### src/rtl/hsv_pkg.sv
// Shared widths, frame geometry defaults and the pixel packing helper for the
// HSV pixel packer.
package hsv_pkg;

  localparam int DATA_W     = 32;
  localparam int PIX_W      = 3 * DATA_W;
  localparam int DEF_WIDTH  = 100;
  localparam int DEF_HEIGHT = 100;

  function automatic logic [PIX_W-1:0] pack_pixel(input logic [DATA_W-1:0] h,
                                                   input logic [DATA_W-1:0] s,
                                                   input logic [DATA_W-1:0] v);
    return {h, s, v};
  endfunction

endpackage

### src/rtl/hsv_pixel_packer_if.sv
// Component strobes from rgb2hsv and the packed-pixel valid/ready stream.
// The slave modport is the packer, the master modport is its surroundings.
interface hsv_pixel_packer_if #(
  parameter int DATA_W = hsv_pkg::DATA_W
) ();

  logic [DATA_W-1:0]   h;
  logic [DATA_W-1:0]   s;
  logic [DATA_W-1:0]   v;
  logic                h_valid;
  logic                s_valid;
  logic                v_valid;
  logic [3*DATA_W-1:0] out_data;
  logic                out_valid;
  logic                out_ready;

  modport master (
    output h, s, v, h_valid, s_valid, v_valid, out_ready,
    input  out_data, out_valid
  );

  modport slave (
    input  h, s, v, h_valid, s_valid, v_valid, out_ready,
    output out_data, out_valid
  );

endinterface

### src/rtl/hsv_fifo.sv
// Show-ahead FIFO for packed pixels. A push into a full FIFO is only taken
// when a pop frees the head slot in the same cycle.
module hsv_fifo #(
  parameter  int PIX_W = 96,
  parameter  int DEPTH = 8,
  localparam int PTR_W = $clog2(DEPTH),
  localparam int LVL_W = PTR_W + 1
) (
  input  logic             clk,
  input  logic             rst,
  input  logic             push,
  input  logic [PIX_W-1:0] push_data,
  input  logic             pop,
  output logic [PIX_W-1:0] head,
  output logic [LVL_W-1:0] level,
  output logic             full,
  output logic             empty
);

  logic [PIX_W-1:0] mem [DEPTH];
  logic [PTR_W-1:0] wr_ptr;
  logic [PTR_W-1:0] rd_ptr;
  logic             do_push;
  logic             do_pop;

  assign full    = (level == LVL_W'(DEPTH));
  assign empty   = (level == '0);
  assign do_pop  = pop & ~empty;
  assign do_push = push & (~full | do_pop);
  // Head reads as zero while empty so the output bus is clean out of reset.
  assign head    = empty ? '0 : mem[rd_ptr];

  always_ff @(posedge clk) begin
    if (do_push) mem[wr_ptr] <= push_data;
  end

  always_ff @(posedge clk or negedge rst) begin
    if (!rst) begin
      wr_ptr <= '0;
      rd_ptr <= '0;
      level  <= '0;
    end else begin
      if (do_push) wr_ptr <= wr_ptr + 1'b1;
      if (do_pop)  rd_ptr <= rd_ptr + 1'b1;
      case ({do_push, do_pop})
        2'b10:   level <= level + 1'b1;
        2'b01:   level <= level - 1'b1;
        default: level <= level;
      endcase
    end
  end

endmodule

### src/rtl/hsv_pixel_packer.sv
// Collects independently strobed H, S and V results into one {h,s,v} word,
// buffers it, counts delivered pixels per frame and flags protocol errors.
module hsv_pixel_packer #(
  parameter  int DATA_W      = hsv_pkg::DATA_W,
  parameter  int DEPTH       = 8,
  parameter  int WIDTH       = hsv_pkg::DEF_WIDTH,
  parameter  int HEIGHT      = hsv_pkg::DEF_HEIGHT,
  localparam int TOTAL_PIXEL = WIDTH * HEIGHT,
  localparam int CNT_W       = $clog2(TOTAL_PIXEL),
  localparam int LVL_W       = $clog2(DEPTH) + 1
) (
  input  logic                clk,
  input  logic                rst,
  hsv_pixel_packer_if.slave   bus,
  input  logic                clr_err,
  output logic [LVL_W-1:0]    level,
  output logic [CNT_W-1:0]    pix_cnt,
  output logic                frame_done,
  output logic                overflow,
  output logic                dup_err
);

  import hsv_pkg::*;

  localparam logic [CNT_W-1:0] LAST_PIX = CNT_W'(TOTAL_PIXEL - 1);

  logic [DATA_W-1:0] h_q, s_q, v_q;
  logic [DATA_W-1:0] h_sel, s_sel, v_sel;
  logic              got_h, got_s, got_v;
  logic              all_got;
  logic              dup_hit;
  logic              drop;
  logic              pop;
  logic              full;
  logic              empty;
  logic [PIX_W-1:0]  push_word;
  logic [PIX_W-1:0]  head;

  // Strobes arriving in the completing cycle bypass the capture registers.
  always_comb begin
    h_sel     = bus.h_valid ? bus.h : h_q;
    s_sel     = bus.s_valid ? bus.s : s_q;
    v_sel     = bus.v_valid ? bus.v : v_q;
    all_got   = (got_h | bus.h_valid) & (got_s | bus.s_valid) & (got_v | bus.v_valid);
    dup_hit   = ((got_h & bus.h_valid) | (got_s & bus.s_valid) | (got_v & bus.v_valid))
                & ~all_got;
    pop       = ~empty & bus.out_ready;
    drop      = all_got & full & ~pop;
    push_word = pack_pixel(h_sel, s_sel, v_sel);
  end

  always_ff @(posedge clk or negedge rst) begin
    if (!rst) begin
      h_q   <= '0;
      s_q   <= '0;
      v_q   <= '0;
      got_h <= 1'b0;
      got_s <= 1'b0;
      got_v <= 1'b0;
    end else begin
      if (bus.h_valid) h_q <= bus.h;
      if (bus.s_valid) s_q <= bus.s;
      if (bus.v_valid) v_q <= bus.v;
      got_h <= ~all_got & (got_h | bus.h_valid);
      got_s <= ~all_got & (got_s | bus.s_valid);
      got_v <= ~all_got & (got_v | bus.v_valid);
    end
  end

  hsv_fifo #(
    .PIX_W (PIX_W),
    .DEPTH (DEPTH)
  ) u_fifo (
    .clk       (clk),
    .rst       (rst),
    .push      (all_got),
    .push_data (push_word),
    .pop       (pop),
    .head      (head),
    .level     (level),
    .full      (full),
    .empty     (empty)
  );

  assign bus.out_data  = head;
  assign bus.out_valid = ~empty;

  always_ff @(posedge clk or negedge rst) begin
    if (!rst) begin
      pix_cnt    <= '0;
      frame_done <= 1'b0;
    end else begin
      frame_done <= 1'b0;
      if (pop) begin
        if (pix_cnt == LAST_PIX) begin
          pix_cnt    <= '0;
          frame_done <= 1'b1;
        end else begin
          pix_cnt <= pix_cnt + 1'b1;
        end
      end
    end
  end

  // A fresh error in the clearing cycle takes priority over the clear.
  always_ff @(posedge clk or negedge rst) begin
    if (!rst) begin
      overflow <= 1'b0;
      dup_err  <= 1'b0;
    end else begin
      overflow <= drop    | (overflow & ~clr_err);
      dup_err  <= dup_hit | (dup_err  & ~clr_err);
    end
  end

endmodule

### src/flat_wrapper.sv
// flat-port wrapper written by rule: the top's interface ports become plain ports
module hsv_pixel_packer_flat import hsv_pkg::*;
#(
  parameter  int DATA_W      = hsv_pkg::DATA_W,
  parameter  int DEPTH       = 8,
  parameter  int WIDTH       = hsv_pkg::DEF_WIDTH,
  parameter  int HEIGHT      = hsv_pkg::DEF_HEIGHT,
  localparam int TOTAL_PIXEL = WIDTH * HEIGHT,
  localparam int CNT_W       = $clog2(TOTAL_PIXEL),
  localparam int LVL_W       = $clog2(DEPTH) + 1
)
  (clk, rst, clr_err, level, pix_cnt, frame_done, overflow, dup_err, bus_h, bus_s, bus_v, bus_h_valid, bus_s_valid, bus_v_valid, bus_out_ready, bus_out_data, bus_out_valid);
  hsv_pixel_packer_if #(.DATA_W(DATA_W)) bus_i ();
  input  logic clk;
  input  logic rst;
  input  logic clr_err;
  output logic [LVL_W-1:0] level;
  output logic [CNT_W-1:0] pix_cnt;
  output logic frame_done;
  output logic overflow;
  output logic dup_err;
  input wire logic [$bits(bus_i.h)-1:0] bus_h;
  input wire logic [$bits(bus_i.s)-1:0] bus_s;
  input wire logic [$bits(bus_i.v)-1:0] bus_v;
  input wire logic [$bits(bus_i.h_valid)-1:0] bus_h_valid;
  input wire logic [$bits(bus_i.s_valid)-1:0] bus_s_valid;
  input wire logic [$bits(bus_i.v_valid)-1:0] bus_v_valid;
  input wire logic [$bits(bus_i.out_ready)-1:0] bus_out_ready;
  output wire logic [$bits(bus_i.out_data)-1:0] bus_out_data;
  output wire logic [$bits(bus_i.out_valid)-1:0] bus_out_valid;
  assign bus_i.h = bus_h;
  assign bus_i.s = bus_s;
  assign bus_i.v = bus_v;
  assign bus_i.h_valid = bus_h_valid;
  assign bus_i.s_valid = bus_s_valid;
  assign bus_i.v_valid = bus_v_valid;
  assign bus_i.out_ready = bus_out_ready;
  assign bus_out_data = bus_i.out_data;
  assign bus_out_valid = bus_i.out_valid;
  hsv_pixel_packer #(.DATA_W(DATA_W), .DEPTH(DEPTH), .WIDTH(WIDTH), .HEIGHT(HEIGHT)) u_core (.clk(clk), .rst(rst), .bus(bus_i), .clr_err(clr_err), .level(level), .pix_cnt(pix_cnt), .frame_done(frame_done), .overflow(overflow), .dup_err(dup_err));
endmodule
### config.mk
export PLATFORM = sky130hd
export DESIGN_NAME = hsv_pixel_packer_flat
export DESIGN_NICKNAME = d
export VERILOG_FILES = /design/src/rtl/hsv_pkg.sv /design/src/rtl/hsv_pixel_packer_if.sv /design/src/rtl/hsv_fifo.sv /design/src/rtl/hsv_pixel_packer.sv /design/src/flat_wrapper.sv
export SDC_FILE = /design/constraint.sdc
export NUM_CORES = 1
export LEC_CHECK = 0
export BUFFER_PORTS_ARGS = -buffer_cell sky130_fd_sc_hd__buf_2
export CAP_MARGIN = 10
export CORE_ASPECT_RATIO = 0.6
export CORE_MARGIN = 8
export CORE_UTILIZATION = 60
export CTS_CLUSTER_SIZE = 14
export DETAILED_ROUTE_END_ITERATION = 12
export PLACE_DENSITY = 0.79
export SYNTH_ARGS = -nofsm -noshare
export SYNTH_HDL_FRONTEND = slang
export SYNTH_SLANG_ARGS = --single-unit
export TNS_END_PERCENT = 1
### constraint.sdc
create_clock -name clk -period 37.6 [get_ports clk]
set_clock_uncertainty 0.05 [all_clocks]
set_input_delay 1.88 -clock clk [delete_from_list [all_inputs] [get_ports clk]]
set_output_delay 1.88 -clock clk [all_outputs]
set_load 0.03 [all_outputs]
==> flow_summary.ini, run 1 <==
[sta]
hold_viol = 0
slew_headroom = 0.2575
finalCritPeriodShare = 0.2042
setup_violations = 0
drv_slew = 0
tightest_slew_ns = 1.114
rsz0062_at_grt = false
layout_min_cycle_time_ns = 7.677
fin_tns_setup_ns = 0
clock.fmax_mhz = 130.3

[synthesis]
synth_edf_count = 768
synth_seq_cells = 894
synth.largest_area_cell = edfxtp_1
yosysUniqueCellTypes = 49
syn_inst = 1584
ys.flop_type = edfxtp_1
ys_top_cells_by_count = edfxtp_1, mux4_2, dfrtp_1
syn-mean-instance-area_um2 = 21.67
synth_area_um2 = 34320
yosysTopAreaCellShare = 0.6720
synthArstFlopShare = 0.1409
synth_most_common_cell = edfxtp_1
ys_seq_area_frac = 0.7638
synth_fp_nets = 1691
ys_top_cells_by_area = edfxtp_1, mux4_2, dfrtp_1
yosysWarningCount = 0

[placed_design]
place_congestion = 0.7857
place.port_buffers = 220
place_hpwl_mm = 38.95
place_area_um2 = 36170

[floorplanning]
die_w_um = 324.8
dieArea_um2 = 65360
start_util = 0.6021
ios = 221
rows = 68
die_y_um = 201.3
core_um2 = 57000

[worst_setup_path]
crit_chain = buf_4, buf_4, buf_4, mux4_2, mux2i_1, nor2_1, buf_2
start_kind = register
worstSetupPathType = reg2out
crit_buf_inv = 4
required_ns = 35.67
cp_top_family = buffers and inverters
crit_fanout = 55
cp_slowest_stage_delay_ns = 1.05
timing.critical_path.mode_cell = buf_4
cp-end-kind = output port
critPathSlowestCell = dfrtp_4
cp.arrival_ns = 5.75

[detailed_routing]
vias = 16329
drt_iter0_markers = 1554
routed_wl_mm = 71.52
wl_met2_mm = 35.42
top_layer = met4
via_per_inst = 6.123
post_drt_wl_per_cell_um = 26.82
firstDrtPassIters = 5
wl_met1_mm = 29.81
detail-route-antenna-nets = 0
routed-wl-met3_mm = 4.872
drc = 0

[clock_tree]
cts_setup_buffers = 0
cts-root-buf = clkbuf_16
path_clk_slew_ns = 0.07
htreeDepth = 3
ctsLongestPathBuffers = 3
clk_latency_ns = 0.62
cts_tree = done
cts_resized = 0
cts_sinks = 894
cts_buffers = 78
cts_hold_buf = 0

[global_route]
grt_pass1_wl_mm = 107.8
grt_start_max_net_pins = 71
overflow = 0
track_usage = 0.2159
first_global_vias = 17243
antenna_found_initial = 0

[layout]
regArea_um2 = 26230
syn_to_final_growth_pct = 12.39
antenna_cells = 0
nNetsFinal = 1939
drive_gt1_frac = 0.3537
fillCellCount = 3535
multi_input_area_um2 = 7616
postLayoutCellArea_um2 = 38570

[power_and_ir_drop]
vdd_drop_max_v = 0.00007337
p_leak_nw = 13.35
powerDensity_nw_per_um2 = 79.20

[job]
maxCapViolCount = 0

[run_status]
status = complete, no violations

[hold_path]
hold_path_class = reg2reg
==> final cells by class <==
cell class	count	area share
flip-flops and latches	894	0.6799
well taps	770	0.02498
multi-input cells	604	0.1974
clock buffers	128	0.05806
clock inverters	17	0.004249
inverters	3	0.0002919
repair buffers	251	0.03506
==> through the flow <==
step                      std cells    util  setup slack, ns  hold WS, ns  power (mW)
after floorplan                1584       -            24.26       0.4727       2.063
after global placement         2521  0.6342            30.48       0.4347       2.306
after detailed placement       2522  0.6345            30.41       0.4232       2.325
after CTS                      2667  0.6767            29.71       0.4456       3.091
after global routing           2667  0.6767            29.30       0.4733       3.177
final                          2667  0.6767            29.92       0.4464       3.055
==> state kept, by name, summed over array words and instances, names as in the netlist <==
register,cells
u_core.overflow,1
u_core.frame_done,1
u_core.h_q,32
u_core.u_fifo.rd_ptr,3
u_core.dup_err,1
u_core.u_fifo.mem,768
u_core.got_s,1
u_core.s_q,32
u_core.got_v,1
u_core.pix_cnt,14
u_core.v_q,32
u_core.u_fifo.level,4
u_core.got_h,1
u_core.u_fifo.wr_ptr,3
==> logic make-up (layout without fill, tap and decap cells) <==
family,after synthesis,in the layout,synth area share
XOR/XNOR,16,16,0.004302
multiplexers,386,386,0.1861
adder cells (fa/ha/maj),4,4,0.001458
buffers and inverters,86,399,0.01560
AO/OA/AOI/OAI,20,20,0.005323
AND/OR/NAND/NOR,178,178,0.02337
flip-flops,894,894,0.7638
==> worst reg2reg max path, cell delays in order (launching register included) <==
cell and delay [ns]:
dfrtp_1 0.63, nor3_1 0.16, a211oi_1 0.42, nand2_1 0.27, nor3_2 0.79, buf_4 0.56
buf_4 0.87
==> layout by cell type, fill, tap and decap left out, types with 4 or more instances in the layout <==
| cell | instances |
|---|---|
| edfxtp_1 | 768 |
| buf_2 | 219 |
| mux4_2 | 192 |
| dfrtp_1 | 123 |
| nor2_1 | 112 |
| mux2i_1 | 97 |
| mux2_2 | 97 |
| clkbuf_16 | 78 |
| clkbuf_1 | 40 |
| buf_4 | 30 |
| nand2_1 | 24 |
| xnor2_1 | 11 |
| clkbuf_8 | 10 |
| nand3_1 | 7 |
| clkinv_2 | 7 |
| nand4_1 | 6 |
| nor3_1 | 6 |
| xor2_1 | 4 |
| ha_1 | 4 |
| inv_6 | 4 |
==> per-layer routing <==
layer | up-vias | global-route usage
met5 | - | 0
met4 | 0 | 0.04973
met3 | 106 | 0.04382
met2 | 651 | 0.3561
met1 | 8653 | 0.3010
li1 | 6919 | -
==> where the power goes <==
part | leakage, nW | internal, mW | total (mW) | switching [mW]
clock network | 1.17 | 0.418 | 0.763 | 0.345
logic | 3.73 | 0.374 | 0.995 | 0.622
registers | 8.45 | 1.22 | 1.30 | 0.0771
total | 13.4 | 2.01 | 3.05 | 1.04
==> path summary, 6_finish.rpt <==
| check | from | end | slack (ns) | cells after the start |
|---|---|---|---|---|
| worst min-delay path | u_core.overflow | u_core.overflow | 0.45 | 1 |
| worst max-delay path | u_core.u_fifo.rd_ptr[0] | bus_out_data[30] | 29.92 | 7 |
| max in group asynchronous | rst | u_core.u_fifo.rd_ptr[0] | 34.78 | 2 |
| worst min register to register | u_core.overflow | u_core.overflow | 0.45 | 1 |
| min in group asynchronous | rst | u_core.h_q[8] | 1.29 | 1 |
| worst max register to register | u_core.u_fifo.level[1] | u_core.u_fifo.mem[4][21] | 33.40 | 6 |
Power figures use the tool's default switching activity.
==> run 2, diff against run 1 <==
Settings changed: ABC_AREA set to 1.
Clock period 37.6 ns to 7.79 ns, I/O delays scaled along.
==> flow_summary.ini, run 2 <==
[layout]
layout_common_cells = nor2_1, edfxtp_1, nand2_1
drive_gt1_frac = 0.1180
syn_to_final_growth_pct = 11.25
nNetsFinal = 3153
largest-register = u_core.u_fifo.mem
antenna_cells = 0
largest_reg_flops = 768
layout_commonest_cell = nor2_1

[power_and_ir_drop]
powerDensity_nw_per_um2 = 402.4
sw_frac_of_total = 0.3973
clock_power_share = 0.239
internal_power_mw = 9.509
vdd_drop_max_v = 0.0003115
power_frac_seq = 0.395
p_leak_nw = 14.20
p_switching_mw = 6.269
p_comb_frac = 0.366

[clock_tree]
cts_resized = 0
cts_buffers = 78
cts_tree = done
path_clk_slew_ns = 0.06
ctsLongestPathBuffers = 3
cts_sinks = 894
htreeDepth = 3
cts-root-buf = clkbuf_16
clk_latency_ns = 0.62
cts_setup_buffers = 0

[synthesis]
synth_most_common_cell = nor2_1
yosysTopAreaCellShare = 0.6543
synth.largest_area_cell = edfxtp_1
ys_seq_area_frac = 0.7437
synth_seq_cells = 894
ys_top_cells_by_count = nor2_1, edfxtp_1, nand2_1
syn_inst = 2897
synthArstFlopShare = 0.1409
synth_edf_count = 768
yosysWarningCount = 0
ys_top_cells_by_area = edfxtp_1, dfrtp_1, nor2_1
ys.flop_type = edfxtp_1
syn-mean-instance-area_um2 = 12.17
yosysUniqueCellTypes = 30
synth_fp_nets = 3004
synth_area_um2 = 35250

[worst_setup_path]
critPathSlowestCell = buf_4
timing.critical_path.mode_cell = o21ai_0
cp_slowest_stage_delay_ns = 0.86
start_kind = register
crit_buf_inv = 3
cp.arrival_ns = 4.43
worstSetupPathType = reg2out
crit_chain = clkinv_8, buf_4, o21ai_0, o21ai_1, o21ai_0, nor2_1, buf_2
cp-end-kind = output port
cp_top_family = buffers and inverters
crit_fanout = 207
required_ns = 7.35

[sta]
tightest_slew_ns = 1.196
setup_violations = 0
rsz0062_at_grt = false
drv_slew = 0
slew_headroom = 0.2024
hold_slack_ns = 0.1007
layout_min_cycle_time_ns = 4.865
fin_tns_setup_ns = 0
hold_viol = 0
finalCritPeriodShare = 0.6246
clock.fmax_mhz = 205.5

[global_route]
first_global_vias = 23750
grt_pass1_wl_mm = 129.4
track_usage = 0.2450
antenna_found_initial = 2
overflow = 0
grt_start_max_net_pins = 208

[hold_path]
hold_path_class = in2reg

[detailed_routing]
via_per_inst = 6.039
drt_iter0_markers = 2813
routed_wl_mm = 84.19
detail-route-antenna-nets = 0
drc = 0
vias = 23437
post_drt_wl_per_cell_um = 21.69
firstDrtPassIters = 5

[floorplanning]
dieArea_um2 = 67010
start_util = 0.6101
die_y_um = 203.7
ios = 221
rows = 68
die_w_um = 328.9
core_um2 = 57770

[run_status]
status = complete, no violations

[job]
maxCapViolCount = 0

[placed_design]
place_hpwl_mm = 44.85
place.port_buffers = 220
place_congestion = 0.8405
## run 2: cell types whose count changed in the layout (fill, tap and decap cells not counted), sizes merged, moves of 4 or more
cell	change
and3	-4
clkbuf	+5
inv	+27
mux2	-97
mux2i	-97
mux4	-192
nand2	+323
nand3	+8
nor2	+674
o21ai	+491
o32ai	+95
xnor2	-11
xor2	+4
## run 2: what timing repair did
item / in CTS / in global routing
endpoints found under the setup margin: 0 / 0
hold endpoints to repair: 61 / 0
hold buffers: 2 / 0
## run 2: cell families after synthesis
group / after synthesis / synth area share
buffers and inverters: 217 / 0.03014
AOI/OAI and AO/OA: 598 / 0.09535
xor gates and xnor gates: 9 / 0.002236
adders and majority gates: 4 / 0.001420
DFF: 894 / 0.7437
and+or+nand+nor: 1175 / 0.1271
## run 2: final cells by class
class / instances / area [um^2]
clock inverters: 12 / 158.9
clock buffers: 133 / 2313
fillers: 3953 / 18560
well taps: 770 / 963.4
multi-input cells: 1786 / 8035
flip-flops and latches: 894 / 26230
inverters: 35 / 145.1
repair buffers: 251 / 1370
## run 2: power by group through the flow
| stage | sequential [mW] | combinational [mW] | clock (mW) |
|---|---|---|---|
| 6_report | 6.23 | 5.77 | 3.77 |
| 5_1_grt | 6.27 | 6.28 | 4.01 |
| 3_5_place_dp | 6.31 | 5.73 | 0 |
| 2_1_floorplan | 6.27 | 4.13 | 0 |
| 3_3_place_gp | 6.28 | 5.54 | 0 |
| 4_1_cts | 6.22 | 5.80 | 3.82 |
## run 2: worst paths after layout
check	from	end	slack, ns	depth (start not counted)
setup / recovery	u_core.u_fifo.rd_ptr[0]	bus_out_data[1]	2.92	7
hold reg to reg	u_core.pix_cnt[6]	u_core.pix_cnt[6]	0.48	1
max in group asynchronous	rst	u_core.u_fifo.rd_ptr[2]	5.86	3
setup reg to reg	u_core.got_h	u_core.u_fifo.mem[4][79]	4.28	8
min in group asynchronous	rst	u_core.h_q[18]	0.32	2
hold / removal	bus_s[21]	u_core.s_q[21]	0.10	3
## run 2: tightest hold or removal path, delay by kind of cell
| family | cells | cell delay (ns) |
|---|---|---|
| buffers and inverters | 1 | 0.08 |
| and+or+nand+nor | 2 | 0.23 |
## run 2: metrics by stage
| stage | setup slack (ns) | power [mW] | std cells | util | instance area, um^2 |
|---|---|---|---|---|---|
| floorplan | 1.931 | 10.40 | 2897 | - | 35250 |
| global placement | 3.217 | 11.82 | 3734 | 0.6356 | 36720 |
| detailed placement | 3.038 | 12.04 | 3734 | 0.6356 | 36720 |
| CTS | 3.084 | 15.84 | 3881 | 0.6788 | 39210 |
| global route | 2.721 | 16.56 | 3881 | 0.6788 | 39210 |
| finish | 2.925 | 15.78 | 3881 | 0.6788 | 39210 |
## run 2: per-layer routing
layer | global-route usage | up-vias | share of wire
li1 | - | 10517 | -
met1 | 0.3231 | 11538 | 0.39
met2 | 0.4035 | 1215 | 0.48
met3 | 0.05861 | 165 | 0.098
met4 | 0.08215 | 2 | 0.029
met5 | 0 | - | 0.00015
==> run 3, diff against run 2 <==
Clock period 7.79 ns to 4.7 ns, I/O delays scaled along.
==> flow_summary.ini, run 3 (synthesis results as in run 2) <==
[detailed_routing]
firstDrtPassIters = 6
drt_iter0_markers = 2891
vias = 23362
detail-route-antenna-nets = 0
drc = 0
via_per_inst = 5.920
post_drt_wl_per_cell_um = 21.22
routed_wl_mm = 83.73

[global_route]
overflow = 0
grt_use_met1 = 0.3431
busiest_layer = met2
first_global_vias = 23030
antenna_found_initial = 0
grt_use_met3 = 0.05213
track_usage = 0.2462
grt_use_met2 = 0.3971
grt_start_max_net_pins = 165
grt_pass1_wl_mm = 129.4

[hold_path]
min_path_cells = 3
hold_path_class = in2reg

[layout]
antenna_cells = 0
postLayoutCellArea_um2 = 39840
layout_common_cells = nor2_1, edfxtp_1, nand2_1
syn_to_final_growth_pct = 13.02
postLayoutCoreUtil = 0.6896
drive_gt1_frac = 0.1174
fillCellCount = 3824
layout_commonest_cell = nor2_1
nNetsFinal = 3226
largest-register = u_core.u_fifo.mem
largest_reg_flops = 768

[placed_design]
place.port_buffers = 220
place_ws_ns = 1.532
place_area_um2 = 36870
place_congestion = 0.8324
place_hpwl_mm = 45.14

[sta]
fin_tns_setup_ns = 0
hold_viol = 0
setup_ws_ns = 0.8536
clock.fmax_mhz = 260.0
hold_slack_ns = 0.02719
drv_slew = 0
layout_min_cycle_time_ns = 3.846
slew_headroom = 0.1835
finalCritPeriodShare = 0.8184
tightest_slew_ns = 1.225
setup_violations = 0
rsz0062_at_grt = false

[worst_setup_path]
critPathSlowestCell = dfrtp_4
required_ns = 4.41
cp_slowest_stage_delay_ns = 1.16
r2r_slack_ns = 1.97
cp-end-kind = output port
cp_num_cells = 6
crit_chain = buf_4, o21ai_0, o21ai_1, o21ai_1, nor2_1, buf_2
cp.arrival_ns = 3.56
rr_worst_depth = 8
crit_fanout = 102
timing.critical_path.mode_cell = o21ai_1
crit_buf_inv = 2
start_kind = register
worstSetupPathType = reg2out
cp_top_family = flip-flops

[clock_tree]
path_clk_slew_ns = 0.06
cts-root-buf = clkbuf_16
cts_setup_buffers = 0
clk_latency_ns = 0.61
ctsLongestPathBuffers = 3
cts_buffers = 78
htreeDepth = 3
cts_resized = 0
cts_tree = done
cts_sinks = 894

[floorplanning]
start_util = 0.6101
rows = 68
core_um2 = 57770
ios = 221
die_y_um = 203.7
dieArea_um2 = 67010
die_w_um = 328.9

[power_and_ir_drop]
powerDensity_nw_per_um2 = 652.3
p_leak_nw = 14.46
vdd_drop_max_v = 0.0005030

[job]
maxCapViolCount = 0

[run_status]
status = complete, no violations
run 3: cell types whose count changed in the layout (fill, tap and decap cells not counted), sizes merged:
cell         previous run  this run
buf                   249       259
bufinv                  3         0
clkbuf                133       128
clkinv                  7         8
clkinvlp                1         3
dlygate4sd3             2        65
inv                    36        33
run 3: path summary, 6_finish.rpt:
kind                                               from                        to
worst min register to register           u_core.dup_err            u_core.dup_err
worst max-delay path            u_core.u_fifo.rd_ptr[1]          bus_out_data[80]
worst min-delay path                          bus_h[29]            u_core.h_q[29]
worst max register to register             u_core.got_s  u_core.u_fifo.mem[6][77]
max in group asynchronous                           rst   u_core.u_fifo.rd_ptr[0]
min in group asynchronous                           rst            u_core.h_q[20]
run 3: where the power goes:
part           switching [mW]  leakage [nW]  total (mW)  internal (mW)
combinational            7.22          4.81        9.78           2.56
clock                    2.69          1.11        5.98           3.28
sequential              0.452          8.54        10.2           9.77
total                    10.4          14.5        26.0           15.6
run 3: final cells by class:
class / count / area [um^2] / share of cell area
flip-flops and latches: 894 / 26230 / 0.6583
multi-input cells: 1786 / 8035 / 0.2017
clock buffers: 128 / 2263 / 0.05682
repair buffers: 324 / 2151 / 0.05399
well taps: 770 / 963.4 / 0.02418
inverters: 35 / 145.1 / 0.003643
clock inverters: 9 / 53.80 / 0.001351
run 3: layer usage:
layer | up-vias | wire length, um
li1 | 10647 | -
met1 | 11350 | 33950
met2 | 1224 | 39340
met3 | 141 | 8535
met4 | 0 | 1906
met5 | - | 0
run 3: stage by stage:
step	cells	power [mW]
6_report	3946	25.99
5_1_grt	3946	27.26
4_1_cts	3946	26.04
3_5_place_dp	3744	20.05
3_3_place_gp	3744	19.70
2_1_floorplan	2897	17.24
run 3: worst min-delay path: cells and delay by family:
kind          cells  cell delay, ns
simple gates      2            0.29
buf+inv           1            0.08
run 3: what timing repair did:
action | CTS | global route
setup endpoints to repair | 0 | 0
hold endpoints to repair | 130 | 0
hold buffers | 65 | 0
